File: src/rtl/score_keeper_if.sv
// Game-side signal bundle for score_keeper: play controls in, BCD score and status out.
interface score_keeper_if;
  logic       game_en;
  logic       guess_strobe;
  logic [1:0] sum_status;
  logic       timeout;
  logic [3:0] score_tens;
  logic [3:0] score_ones;
  logic [3:0] rounds_left;
  logic       game_over;
  logic       win_pulse;
  logic       lose_pulse;
  logic [3:0] best_streak;

  modport master (
    output game_en, guess_strobe, sum_status, timeout,
    input  score_tens, score_ones, rounds_left, game_over, win_pulse, lose_pulse, best_streak
  );
  modport slave (
    input  game_en, guess_strobe, sum_status, timeout,
    output score_tens, score_ones, rounds_left, game_over, win_pulse, lose_pulse, best_streak
  );
endinterface

File: src/rtl/score_keeper.sv
// Round/score FSM for the guessing game: BCD score with saturation, round countdown, win/lose pulses.
// Optional longest-win-streak tracking is enabled by defining SCORE_KEEPER_STREAK_EN.
module score_keeper #(
  parameter int MAX_ROUNDS = 9,
  parameter int SCORE_MAX  = 99
) (
  input logic          CLOCK,
  input logic          RESET,
  score_keeper_if.slave bus
);
  localparam logic [3:0] MAX_T       = 4'(SCORE_MAX / 10);
  localparam logic [3:0] MAX_O       = 4'(SCORE_MAX % 10);
  localparam logic [3:0] ROUNDS_INIT = 4'(MAX_ROUNDS);

  typedef enum logic [1:0] {IDLE, PLAY, EVAL, OVER} state_t;
  state_t state;

  logic [3:0] tens_q, ones_q, rounds_q;
  logic       over_q, win_q, lose_q;
  logic       below_max, is_win, is_lose;
  logic [3:0] rounds_dec;

  // BCD compare against the ceiling avoids a binary conversion
  assign below_max  = (tens_q < MAX_T) || ((tens_q == MAX_T) && (ones_q < MAX_O));
  assign rounds_dec = rounds_q - 4'd1;
  assign is_win     = (bus.sum_status == 2'b01);
  assign is_lose    = (bus.sum_status == 2'b10);

`ifdef SCORE_KEEPER_STREAK_EN
  logic [3:0] cur_q, best_q, cur_inc;
  assign cur_inc = (cur_q == 4'd15) ? cur_q : cur_q + 4'd1;
`endif

  always_ff @(posedge CLOCK) begin
    if (RESET) begin
      state    <= IDLE;
      tens_q   <= '0;
      ones_q   <= '0;
      rounds_q <= '0;
      over_q   <= 1'b0;
      win_q    <= 1'b0;
      lose_q   <= 1'b0;
`ifdef SCORE_KEEPER_STREAK_EN
      cur_q    <= '0;
      best_q   <= '0;
`endif
    end else begin
      win_q  <= 1'b0;
      lose_q <= 1'b0;
      case (state)
        IDLE: if (bus.game_en) begin
          state    <= PLAY;
          tens_q   <= '0;
          ones_q   <= '0;
          rounds_q <= ROUNDS_INIT;
`ifdef SCORE_KEEPER_STREAK_EN
          cur_q    <= '0;
          best_q   <= '0;
`endif
        end
        PLAY: begin
          if (!bus.game_en) state <= IDLE;
          else if (bus.timeout) begin
            state  <= OVER;
            over_q <= 1'b1;
`ifdef SCORE_KEEPER_STREAK_EN
            cur_q  <= '0;
`endif
          end else if (bus.guess_strobe) state <= EVAL;
        end
        EVAL: begin
          if (!bus.game_en) state <= IDLE;
          else if (bus.timeout) begin
            state  <= OVER;
            over_q <= 1'b1;
`ifdef SCORE_KEEPER_STREAK_EN
            cur_q  <= '0;
`endif
          end else if (is_win || is_lose) begin
            rounds_q <= rounds_dec;
            if (rounds_dec == 4'd0) begin
              state  <= OVER;
              over_q <= 1'b1;
            end else state <= PLAY;
            if (is_win) begin
              win_q <= 1'b1;
              if (below_max) begin
                if (ones_q == 4'd9) begin
                  ones_q <= '0;
                  tens_q <= tens_q + 4'd1;
                end else ones_q <= ones_q + 4'd1;
              end
`ifdef SCORE_KEEPER_STREAK_EN
              cur_q <= cur_inc;
              if (cur_inc > best_q) best_q <= cur_inc;
`endif
            end else begin
              lose_q <= 1'b1;
`ifdef SCORE_KEEPER_STREAK_EN
              cur_q  <= '0;
`endif
            end
          end else state <= PLAY;
        end
        OVER: if (!bus.game_en) begin
          state  <= IDLE;
          over_q <= 1'b0;
        end
        default: state <= IDLE;
      endcase
    end
  end

  assign bus.score_tens  = tens_q;
  assign bus.score_ones  = ones_q;
  assign bus.rounds_left = rounds_q;
  assign bus.game_over   = over_q;
  assign bus.win_pulse   = win_q;
  assign bus.lose_pulse  = lose_q;
`ifdef SCORE_KEEPER_STREAK_EN
  assign bus.best_streak = best_q;
`else
  assign bus.best_streak = 4'd0;
`endif
endmodule

File: src/flat_wrapper.sv
// flat-port wrapper written by rule: the top's interface ports become plain ports
module score_keeper_flat 
#(
  parameter int MAX_ROUNDS = 9,
  parameter int SCORE_MAX  = 99
)
  (CLOCK, RESET, bus_game_en, bus_guess_strobe, bus_sum_status, bus_timeout, bus_score_tens, bus_score_ones, bus_rounds_left, bus_game_over, bus_win_pulse, bus_lose_pulse, bus_best_streak);
  score_keeper_if bus_i ();
  input logic CLOCK;
  input logic RESET;
  input wire logic [$bits(bus_i.game_en)-1:0] bus_game_en;
  input wire logic [$bits(bus_i.guess_strobe)-1:0] bus_guess_strobe;
  input wire logic [$bits(bus_i.sum_status)-1:0] bus_sum_status;
  input wire logic [$bits(bus_i.timeout)-1:0] bus_timeout;
  output wire logic [$bits(bus_i.score_tens)-1:0] bus_score_tens;
  output wire logic [$bits(bus_i.score_ones)-1:0] bus_score_ones;
  output wire logic [$bits(bus_i.rounds_left)-1:0] bus_rounds_left;
  output wire logic [$bits(bus_i.game_over)-1:0] bus_game_over;
  output wire logic [$bits(bus_i.win_pulse)-1:0] bus_win_pulse;
  output wire logic [$bits(bus_i.lose_pulse)-1:0] bus_lose_pulse;
  output wire logic [$bits(bus_i.best_streak)-1:0] bus_best_streak;
  assign bus_i.game_en = bus_game_en;
  assign bus_i.guess_strobe = bus_guess_strobe;
  assign bus_i.sum_status = bus_sum_status;
  assign bus_i.timeout = bus_timeout;
  assign bus_score_tens = bus_i.score_tens;
  assign bus_score_ones = bus_i.score_ones;
  assign bus_rounds_left = bus_i.rounds_left;
  assign bus_game_over = bus_i.game_over;
  assign bus_win_pulse = bus_i.win_pulse;
  assign bus_lose_pulse = bus_i.lose_pulse;
  assign bus_best_streak = bus_i.best_streak;
  score_keeper #(.MAX_ROUNDS(MAX_ROUNDS), .SCORE_MAX(SCORE_MAX)) u_core (.CLOCK(CLOCK), .RESET(RESET), .bus(bus_i));
endmodule
File: config.mk
export PLATFORM = sky130hd
export DESIGN_NAME = score_keeper_flat
export DESIGN_NICKNAME = d
export VERILOG_FILES = /design/src/rtl/score_keeper_if.sv /design/src/rtl/score_keeper.sv /design/src/flat_wrapper.sv
export SDC_FILE = /design/constraint.sdc
export NUM_CORES = 1
export LEC_CHECK = 0
export ABC_CLOCK_PERIOD_IN_PS = 2000
export BUFFER_PORTS_ARGS = -buffer_cell sky130_fd_sc_hd__clkbuf_2
export CORE_ASPECT_RATIO = 1.2
export CORE_MARGIN = 4
export CORE_UTILIZATION = 50
export CTS_CLUSTER_DIAMETER = 150
export DETAILED_ROUTE_END_ITERATION = 8
export MAX_ROUTING_LAYER = met4
export PLACE_DENSITY_LB_ADDON = 0.12
export SLEW_MARGIN = 20
export SYNTH_ARGS = -nofsm -noshare
export SYNTH_HDL_FRONTEND = slang
export SYNTH_SLANG_ARGS = --single-unit
File: constraint.sdc
create_clock -name CLOCK -period 2 [get_ports CLOCK]
set_input_delay 0.2 -clock CLOCK [delete_from_list [all_inputs] [get_ports CLOCK]]
set_output_delay 0.2 -clock CLOCK [all_outputs]
set_load 0.01 [all_outputs]
* Word level (Yosys, flattened, before mapping)
Cells that the tools add are included.
Word-level totals: flip-flop bits (word level) 17, output and inout bits 19, word-level logic and storage cells 88, input bits 7
Cells by class: order comparisons 2, multiplexer cells 40, add/subtract/negate cells 3, equal/unequal tests 20, bitwise operators 3, reductions and logical operators 13
Operators with widths (count):
- $mux W4 | 17
- $pmux W4 S2 | 3
- $mux W2 | 9
- $reduce_and A7 Y1 | 2
- $ne A2 B2 Y1 const B | 6
- $mux W1 | 9
- $add A4 B1 Y4 const B | 2
- $eq A4 B4 Y1 const B | 2
- $lt A4 B4 Y1 const B | 2
- $ne A2 B1 Y1 const B | 4
- $pmux W2 S4 | 1
- $reduce_and A8 Y1 | 1
- $eq A2 B2 Y1 const B | 3
- $ne A3 B2 Y1 const B | 2
- $reduce_and A5 Y1 | 1
- $reduce_or A5 Y1 | 1
- $eq A2 B1 Y1 const B | 2
- $logic_not A4 Y1 | 1
- $ne A4 B4 Y1 const B | 1
- $sub A4 B1 Y4 const B | 1
- $not A1 Y1 | 3
- $pmux W1 S3 | 1
- $reduce_and A3 Y1 | 1
- $reduce_bool A3 Y1 | 1
- 4 further kinds | 5

* Logic depth before layout (Yosys ltp)
Gate-level depths: netlist of the first run.
depth in word-level cells 9, mapped depth 7, gate-level depth less buffers 6

* Worst setup path after synthesis of the first run
OpenSTA, ideal clock, no wires.
path kind register to register, from register u_core.tens_q[0] (netlist: u_core.bus.score_tens[0]), to register u_core.tens_q[3] (netlist: u_core.bus.score_tens[3]), library setup time 117 ps, arrival 1545 ps, required time 1883 ps, setup slack 338 ps, cell stages (with the launch flop) 7, path through dfxtp_1 inv_1 ha_1 or2b_1 a21oi_1 o31a_2 a22o_1
Between the ends: cells in the longest elaborated chain, start to end 8
RTL lines:
- from (decl) | RTL line score_keeper.sv:18 | logic [3:0] tens_q, ones_q, rounds_q;
- from (signal assigned) | RTL line score_keeper.sv:90 | tens_q <= tens_q + 4'd1;
- $add A4 B1 Y4 | RTL line score_keeper.sv:90
- $mux W4 | RTL line score_keeper.sv:88 | if (ones_q == 4'd9) begin
- $mux W4 | RTL line score_keeper.sv:87 | if (below_max) begin
- $mux W4 | RTL line score_keeper.sv:85 | if (is_win) begin
- $mux W4 | RTL line score_keeper.sv:79 | end else if (is_win || is_lose) begin
- $mux W4 | RTL line score_keeper.sv:73 | else if (bus.timeout) begin
- $mux W4 | RTL line score_keeper.sv:72 | if (!bus.game_en) state <= IDLE;
- $pmux W4 S2 | RTL line score_keeper.sv:50 | case (state)
Several ways; a longest one is shown, not always the timed one. The select of a mux whose other input is x is not followed. A chain may end at the register's enable or synchronous reset.

* Worst setup path after layout of the first run
Same ends and word-level chain as after synthesis.

==> results of run 1 <==
==> layout by cell type, fill, tap and decap left out, drive strengths merged, types with 4 or more instances in the layout <==
cell type	n
nand2b	8
o31a	4
a21oi	6
dfxtp	17
conb	4
clkbuf	25
nand2	9
nand3	5
ha	6
o21ai	6
inv	8
==> state kept, by name, indices dropped and copies added (netlist names) <==
| name | count |
|---|---|
| u_core.bus.rounds_left | 4 |
| u_core.bus.score_ones | 4 |
| u_core.bus.score_tens | 4 |
| u_core.state | 2 |
| u_core.bus.game_over | 1 |
| u_core.bus.lose_pulse | 1 |
| u_core.bus.win_pulse | 1 |
==> kinds of logic after synthesis <==
family	synth area share
and+or+nand+nor	0.261
AOI/OAI and AO/OA	0.242
DFF	0.296
buffers and inverters	0.0837
adders and majority gates	0.0652
xor gates and xnor gates	0.0228
muxes	0.0261
other	0.00326
==> final cells by class <==
| cell class | instances | area, um^2 | share of cell area |
|---|---|---|---|
| Inverter | 8 | 30.0 | 0.0236 |
| Clock buffer | 4 | 26.3 | 0.0206 |
| Tap cell | 30 | 37.5 | 0.0295 |
| Sequential cell | 17 | 340 | 0.267 |
| Timing Repair Buffer | 22 | 113 | 0.0885 |
| Multi-Input combinational cell | 95 | 726 | 0.570 |
==> metrics by stage <==
stage               area, um^2  setup slack [ns]  hold WS, ns   util
finish                    1270             0.239        0.174  0.601
CTS                       1270             0.258        0.177  0.601
floorplan                 1160             0.338        0.332      -
global route              1270             0.146        0.188  0.601
detailed placement        1250             0.273        0.483  0.589
global placement          1250             0.292        0.475  0.589
==> metal layers <==
metal,GRT usage,wire (um),up-vias
met5,-,0,-
met4,0.0674,31,0
met3,0.0172,114,4
met2,0.265,1100,26
met1,0.221,1170,444
li1,-,-,492
==> where the power goes <==
group / internal [mW] / switching, mW
combinational: 0.0550 / 0.0710
sequential: 0.349 / 0.0175
clock: 0.0776 / 0.119
total: 0.482 / 0.207
==> worst min-delay path: stages <==
cell and delay (ns):
clkbuf_2 0.09, nand2_1 0.06, o31a_1 0.10
==> final timing paths <==
check                                              from                                    end  slack [ns]  cells after the start
setup / recovery  u_core.bus.score_tens[0]$_SDFFE_PP0P_  u_core.bus.score_tens[3]$_SDFFE_PP0P_        0.24                      6
hold / removal                         bus_guess_strobe           u_core.state[0]$_SDFFE_PP0P_        0.17                      3
setup reg to reg  u_core.bus.score_tens[0]$_SDFFE_PP0P_  u_core.bus.score_tens[3]$_SDFFE_PP0P_        0.24                      6
hold reg to reg   u_core.bus.score_tens[2]$_SDFFE_PP0P_  u_core.bus.score_tens[2]$_SDFFE_PP0P_        0.54                      2
==> metrics.csv, run 1 <==
metric,value,unit
number of global-route vias before repair,855,
total of hold buffers inserted after clock tree synthesis,0,
CTS tree,built,
number of enable-type register cells in the synthesized netlist,0,
TNS Setup,0,ns
number of buffers on the longest clock path,2,
Post-CTS Setup Bufs,0,
global route total overflow,0,
worst supply voltage drop on vdd,0.372,mV
height of the die,60.6,um
required time at the worst-slack endpoint,2.20,ns
outcome,"complete, no violations",
total power density per cell area,542,nW/um^2
Max Clock Skew,0.000800,ns
Critical Path End Type,register,
standard-cell row count,18,
f_max,568,MHz
total standard cell area after synthesis,1150,um^2
insertion delay to the later sink of the worst-skew pair,0.29,ns
crit-path max FO,6,
Clock Pin Slew Worst Setup and Hold Paths,0.11,ns
final routed wire length divided by cell count,13.8,um
Initial Util,0.544,
die area,3140,um^2
portion of the post-synthesis area used by sequential elements,0.296,
leading area contributor after synthesis,dfxtp_1,
cells after synthesis,126,
class of the tightest hold or removal check,in2reg,
clk sinks,17,
cell with the largest stage delay on the worst path,dfxtp_1,
count of input and output buffers,21,
RSZ-0062 raised after global routing,no,
Final Hold Violating Endpoints,0,
initial antenna violation count,0,
Finish-stage setup viols,0,
Most used DFF post-synth,dfxtp_1,
kind of cell with the highest combined delay on the critical path,compound AO/OA/AOI/OAI gates,
top-area cell type share of the netlist area,0.296,
Via density,5.49,
CP bufs+invs,1,
CP Cell Sequence,inv_1 > ha_1 > or2b_1 > a21oi_1 > o31a_2 > a22o_1,
Nets,160,
leading post-synthesis cells by instance count,"17 x dfxtp_1, 9 x nand2_1, 8 x inv_1",
Power Total,689,uW
ratio of final minimum period to clock period,0.880,
post-cts resize count,0,
biggest area contributors in the synthesized netlist,"dfxtp_1 30%, ha_1 6.5%, buf_4 3.9%, nand2b_1 3.8%, a31oi_4 3.7%",
library cell with the highest instance count after synthesis,dfxtp_1,
proportion of register bits with asynchronous set or reset after synthesis,0,
Layout Area Growth over Synthesis,10.5,%
antenna diode count,0,
cell count after placement,172,
CTS HTree Levels,1,
remaining routing DRC violations,0,
startpoint kind of the worst setup timing path,register,
count of max-cap constraint violations,0,
first-pass GRT wire length,3890,um
number of DRC violations after detailed-routing iteration 0,27,
Seq cells post-synth,17,
arrival time at the worst endpoint,1.96,ns
Final Instance Count excl. Fillers,176,
Filler cells,210,
library cells used by synthesis,50,
maximum number of pins on one net before global-route repair,14,
number of primary I/O pins,26,
Post-DRT Antenna Nets,0,
type of the worst setup path,reg2reg,
final weighted congestion in routability-driven placement,0.812,
number of pins with negative max-slew slack in the final report,0,
overall routed net length,2420,um
drt pass-1 iters,4,
mean instance size in the synthesized netlist,9.14,um^2
estimated wirelength of the detail-placed design,1830,um
core area,2120,um^2
Synth warnings,0,
fin crit period,1.76,ns
Die W,51.8,um
buffer cell driving the clock tree root,clkbuf_4,
share of cells above drive strength 1,0.233,
CP peak stage delay,0.44,ns
Lkg Pwr,0.538,nW
total CTS buffers,3,
total vias in the final route,966,
total routing resource utilization after global routing,0.168,
Power figures use the tool's default switching activity.
==> run 2, diff against run 1 <==
PLACE_DENSITY = 0.76   (was unset)
PLACE_DENSITY_LB_ADDON = unset   (was 0.12)
==> metrics.csv, run 2 (synthesized netlist as in run 1, its figures left out) <==
metric,value,unit,change
switching portion of total power,0.296,,was 0.301
number of primary I/O pins,26,,unchanged
clk sinks,17,,unchanged
DP Area,1250,um^2,unchanged
final routed wire length divided by cell count,14.2,um,was 13.8 um
global route total overflow,0,,unchanged
RSZ-0062 raised after global routing,no,,unchanged
post-route design area,1270,um^2,unchanged
Max Clock Skew,0.00119,ns,was 0.000800 ns
count of max-cap constraint violations,0,,unchanged
class of the tightest hold or removal check,in2reg,,unchanged
Nets,160,,unchanged
"most common cell after layout, fill and taps aside",clkbuf_2,,unchanged
cell with the largest stage delay on the worst path,dfxtp_1,,unchanged
Critical Path End Type,register,,unchanged
Lkg Pwr,0.538,nW,unchanged
Comb power frac,0.184,,was 0.183
Die W,51.8,um,unchanged
die area,3140,um^2,unchanged
buffer cell driving the clock tree root,clkbuf_4,,unchanged
post-cts resize count,0,,unchanged
Filler cells,209,,was 210
count of input and output buffers,21,,unchanged
number of pins with negative max-slew slack in the final report,0,,unchanged
CP peak stage delay,0.43,ns,was 0.44 ns
Layout Area Growth over Synthesis,10.5,%,unchanged
f_max,573,MHz,was 568 MHz
estimated wirelength of the detail-placed design,1930,um,was 1830 um
maximum number of pins on one net before global-route repair,14,,unchanged
share of cells above drive strength 1,0.233,,unchanged
first-pass GRT wire length,4220,um,was 3890 um
total vias in the final route,966,,unchanged
outcome,"complete, no violations",,unchanged
Post-DRT Antenna Nets,0,,unchanged
antenna diode count,0,,unchanged
drt pass-1 iters,4,,unchanged
Internal,482,uW,about the same
ratio of final minimum period to clock period,0.872,,was 0.880
number of global-route vias before repair,934,,was 855
startpoint kind of the worst setup timing path,register,,unchanged
total CTS buffers,3,,unchanged
"commonest cells after routing, fill and taps aside","21 x clkbuf_2, 17 x dfxtp_1, 9 x nand2_1",,unchanged
initial antenna violation count,0,,unchanged
Post-CTS Setup Bufs,0,,unchanged
overall routed net length,2490,um,was 2420 um
total of hold buffers inserted after clock tree synthesis,0,,unchanged
Via density,5.49,,unchanged
net switching power,202,uW,was 207 uW
kind of cell with the highest combined delay on the critical path,compound AO/OA/AOI/OAI gates,,unchanged
worst supply voltage drop on vdd,0.363,mV,was 0.372 mV
arrival time at the worst endpoint,1.94,ns,was 1.96 ns
crit-path max FO,6,,unchanged
final weighted congestion in routability-driven placement,0.891,,was 0.812
core area,2120,um^2,unchanged
CP Cell Sequence,inv_1 > ha_1 > or2b_1 > a21oi_1 > o31a_2 > a22o_1,,unchanged
insertion delay to the later sink of the worst-skew pair,0.30,ns,was 0.29 ns
clock group share of total power,0.281,,was 0.285
remaining routing DRC violations,0,,unchanged
Power Total,685,uW,was 689 uW
type of the worst setup path,reg2reg,,unchanged
height of the die,60.6,um,unchanged
CP bufs+invs,1,,unchanged
Initial Util,0.544,,unchanged
Final Hold Violating Endpoints,0,,unchanged
Sequential Power Share,0.536,,was 0.532
CTS HTree Levels,1,,unchanged
standard-cell row count,18,,unchanged
cell count after placement,172,,unchanged
CTS tree,built,,unchanged
total power density per cell area,538,nW/um^2,was 542 nW/um^2
Clock Pin Slew Worst Setup and Hold Paths,0.10,ns,was 0.11 ns
Final Instance Count excl. Fillers,176,,unchanged
number of DRC violations after detailed-routing iteration 0,26,,was 27
fin crit period,1.74,ns,was 1.76 ns
number of buffers on the longest clock path,2,,unchanged
required time at the worst-slack endpoint,2.20,ns,about the same
total routing resource utilization after global routing,0.187,,was 0.168
TNS Setup,0,ns,unchanged
Finish-stage setup viols,0,,unchanged
[run 2: final timing paths]
| kind | start | endpoint | slack (ns) | cells past startpoint |
|---|---|---|---|---|
| setup / recovery | u_core.bus.score_tens[0]$_SDFFE_PP0P_ | u_core.bus.score_tens[3]$_SDFFE_PP0P_ | 0.26 | 6 |
| setup reg to reg | u_core.bus.score_tens[0]$_SDFFE_PP0P_ | u_core.bus.score_tens[3]$_SDFFE_PP0P_ | 0.26 | 6 |
| hold reg to reg | u_core.bus.score_tens[0]$_SDFFE_PP0P_ | u_core.bus.score_tens[0]$_SDFFE_PP0P_ | 0.54 | 2 |
| hold / removal | bus_guess_strobe | u_core.state[1]$_SDFFE_PP0P_ | 0.17 | 3 |
[run 2: worst register-to-register path, cell delays in order (launching register included)]
cell and delay (ns):
dfxtp_1 0.43, inv_1 0.09, ha_1 0.21, or2b_1 0.22, a21oi_1 0.12, o31a_2 0.39, a22o_1 0.19
[run 2: final cells by class]
cell class / count / area, um^2 / share of cell area
multi-input combinational: 95 / 726 / 0.570
sequential: 17 / 340 / 0.267
timing repair buffer: 22 / 113 / 0.0885
tap: 30 / 37.5 / 0.0295
inverter: 8 / 30.0 / 0.0236
clock buffer: 4 / 26.3 / 0.0206
[run 2: stage by stage]
step / worst slack [ns] / util / hold WS, ns
6_report: 0.256 / 0.601 / 0.172
5_1_grt: 0.153 / 0.601 / 0.170
4_1_cts: 0.234 / 0.601 / 0.167
3_5_place_dp: 0.253 / 0.589 / 0.488
3_3_place_gp: 0.297 / 0.589 / 0.479
2_1_floorplan: 0.338 / - / 0.332
[run 2: power by group through the flow]
stage / Sequential, mW / Combinational, mW / Clock, mW
floorplan: 0.374 / 0.0955 / 0
global placement: 0.374 / 0.123 / 0
detailed placement: 0.374 / 0.125 / 0
CTS: 0.367 / 0.126 / 0.200
global route: 0.370 / 0.140 / 0.216
finish: 0.367 / 0.126 / 0.192
[run 2: layer usage]
layer / global-route usage / part of all wire
met1: 0.212 / 0.44
met2: 0.311 / 0.50
met3: 0.0270 / 0.037
met4: 0.112 / 0.020
met5: - / 0
==> run 3, diff against run 2 <==
CORE_UTILIZATION = 53   (was 50)
PLACE_DENSITY = 0.79   (was 0.76)
==> metrics.csv, run 3 (synthesized netlist as in run 1, its figures left out) <==
metric,value,unit,change
outcome,"complete, no violations",,unchanged
first-pass GRT wire length,4260,um,was 4220 um
TNS Setup,0,ns,unchanged
Initial Util,0.556,,was 0.544
drt pass-1 iters,4,,unchanged
standard-cell row count,18,,unchanged
Critical Path End Type,register,,unchanged
crit-path max FO,6,,unchanged
final weighted congestion in routability-driven placement,0.796,,was 0.891
antenna diode count,0,,unchanged
class of the tightest hold or removal check,in2reg,,unchanged
Lkg Pwr,0.538,nW,unchanged
number of pins with negative max-slew slack in the final report,0,,unchanged
ratio of final minimum period to clock period,0.871,,was 0.872
type of the worst setup path,reg2reg,,unchanged
overall routed net length,2460,um,was 2490 um
global route total overflow,0,,unchanged
worst supply voltage drop on vdd,0.546,mV,was 0.363 mV
fin crit period,1.74,ns,about the same
Die W,50.5,um,was 51.8 um
met3 track demand over resource,0.0252,,was 0.0270
height of the die,59.1,um,was 60.6 um
"commonest cells after routing, fill and taps aside","21 x clkbuf_2, 17 x dfxtp_1, 9 x nand2_1",,unchanged
CP peak stage delay,0.43,ns,about the same
CTS HTree Levels,1,,unchanged
Clock Pin Slew Worst Setup and Hold Paths,0.11,ns,was 0.10 ns
initial antenna violation count,0,,unchanged
f_max,574,MHz,was 573 MHz
hold path depth,3,,unchanged
required time at the worst-slack endpoint,2.20,ns,about the same
total routing resource utilization after global routing,0.188,,was 0.187
remaining routing DRC violations,0,,unchanged
arrival time at the worst endpoint,1.94,ns,about the same
Layout Area Growth over Synthesis,10.5,%,unchanged
buffer cell driving the clock tree root,clkbuf_4,,unchanged
Via density,5.72,,was 5.49
die area,2980,um^2,was 3140 um^2
CP Cell Sequence,inv_1 > ha_1 > or2b_1 > a21oi_1 > o31a_2 > a22o_1,,unchanged
number of global-route vias before repair,928,,was 934
core area,2070,um^2,was 2120 um^2
share of cells above drive strength 1,0.233,,unchanged
WHS,0.172,ns,about the same
clk sinks,17,,unchanged
total CTS buffers,3,,unchanged
Finish-stage setup viols,0,,unchanged
Post-DRT Antenna Nets,0,,unchanged
total area of multi-input combinational cells,726,um^2,unchanged
CTS tree,built,,unchanged
maximum number of pins on one net before global-route repair,14,,unchanged
insertion delay to the later sink of the worst-skew pair,0.30,ns,about the same
busiest layer in global routing,met2,,unchanged
RSZ-0062 raised after global routing,no,,unchanged
count of input and output buffers,21,,unchanged
Final Instance Count excl. Fillers,176,,unchanged
final routed wire length divided by cell count,13.9,um,was 14.2 um
Filler cells,202,,was 209
count of max-cap constraint violations,0,,unchanged
Post-CTS Setup Bufs,0,,unchanged
met1 track demand over resource,0.229,,was 0.212
startpoint kind of the worst setup timing path,register,,unchanged
estimated wirelength of the detail-placed design,1880,um,was 1930 um
Nets,160,,unchanged
total of hold buffers inserted after clock tree synthesis,0,,unchanged
number of buffers on the longest clock path,2,,unchanged
worst r2r path cells,6,,unchanged
sequential cell area,340,um^2,unchanged
routing usage on met2,0.315,,was 0.311
"most common cell after layout, fill and taps aside",clkbuf_2,,unchanged
cell count after placement,172,,unchanged
total vias in the final route,1006,,was 966
post-cts resize count,0,,unchanged
total power density per cell area,541,nW/um^2,was 538 nW/um^2
Final Hold Violating Endpoints,0,,unchanged
Max Clock Skew,0.00732,ns,was 0.00119 ns
number of primary I/O pins,26,,unchanged
number of DRC violations after detailed-routing iteration 0,37,,was 26
cell with the largest stage delay on the worst path,dfxtp_1,,unchanged
-- run 3: power by group --
group          switching (mW)  total, mW  internal [mW]
logic                  0.0708      0.126         0.0553
clock network           0.117      0.195         0.0777
registers              0.0181      0.367          0.349
total                   0.206      0.688          0.482
-- run 3: through the flow --
stage	area (um^2)	power [mW]	setup slack, ns	util
global route	1270	0.722	0.132	0.614
detailed placement	1250	0.501	0.257	0.601
floorplan	1160	0.470	0.338	-
finish	1270	0.688	0.257	0.614
CTS	1270	0.690	0.241	0.614
global placement	1250	0.497	0.305	0.601
-- run 3: final timing paths --
check             slack (ns)                                  start                                     to
setup / recovery        0.26  u_core.bus.score_tens[0]$_SDFFE_PP0P_  u_core.bus.score_tens[3]$_SDFFE_PP0P_
hold / removal          0.17                       bus_guess_strobe           u_core.state[0]$_SDFFE_PP0P_
setup reg to reg        0.26  u_core.bus.score_tens[0]$_SDFFE_PP0P_  u_core.bus.score_tens[3]$_SDFFE_PP0P_
hold reg to reg         0.54  u_core.bus.score_tens[2]$_SDFFE_PP0P_  u_core.bus.score_tens[2]$_SDFFE_PP0P_
-- run 3: layer usage --
layer / up-vias / part of all wire
li1: 490 / -
met1: 485 / 0.43
met2: 27 / 0.50
met3: 4 / 0.050
met4: 0 / 0.013
met5: - / 0
-- run 3: final cells by class --
cell class	count	share of cell area
multi-input combinational	95	0.570
timing repair buffer	22	0.0885
clock buffer	4	0.0206
tap	30	0.0295
sequential	17	0.267
inverter	8	0.0236
-- run 3: worst max-delay path: cells and delay by family (launching register included) --
kind / cells / cell delay (ns)
DFF: 1 / 0.43
and+or+nand+nor: 1 / 0.22
adders and majority gates: 1 / 0.22
AOI/OAI and AO/OA: 3 / 0.69
buffers and inverters: 1 / 0.08
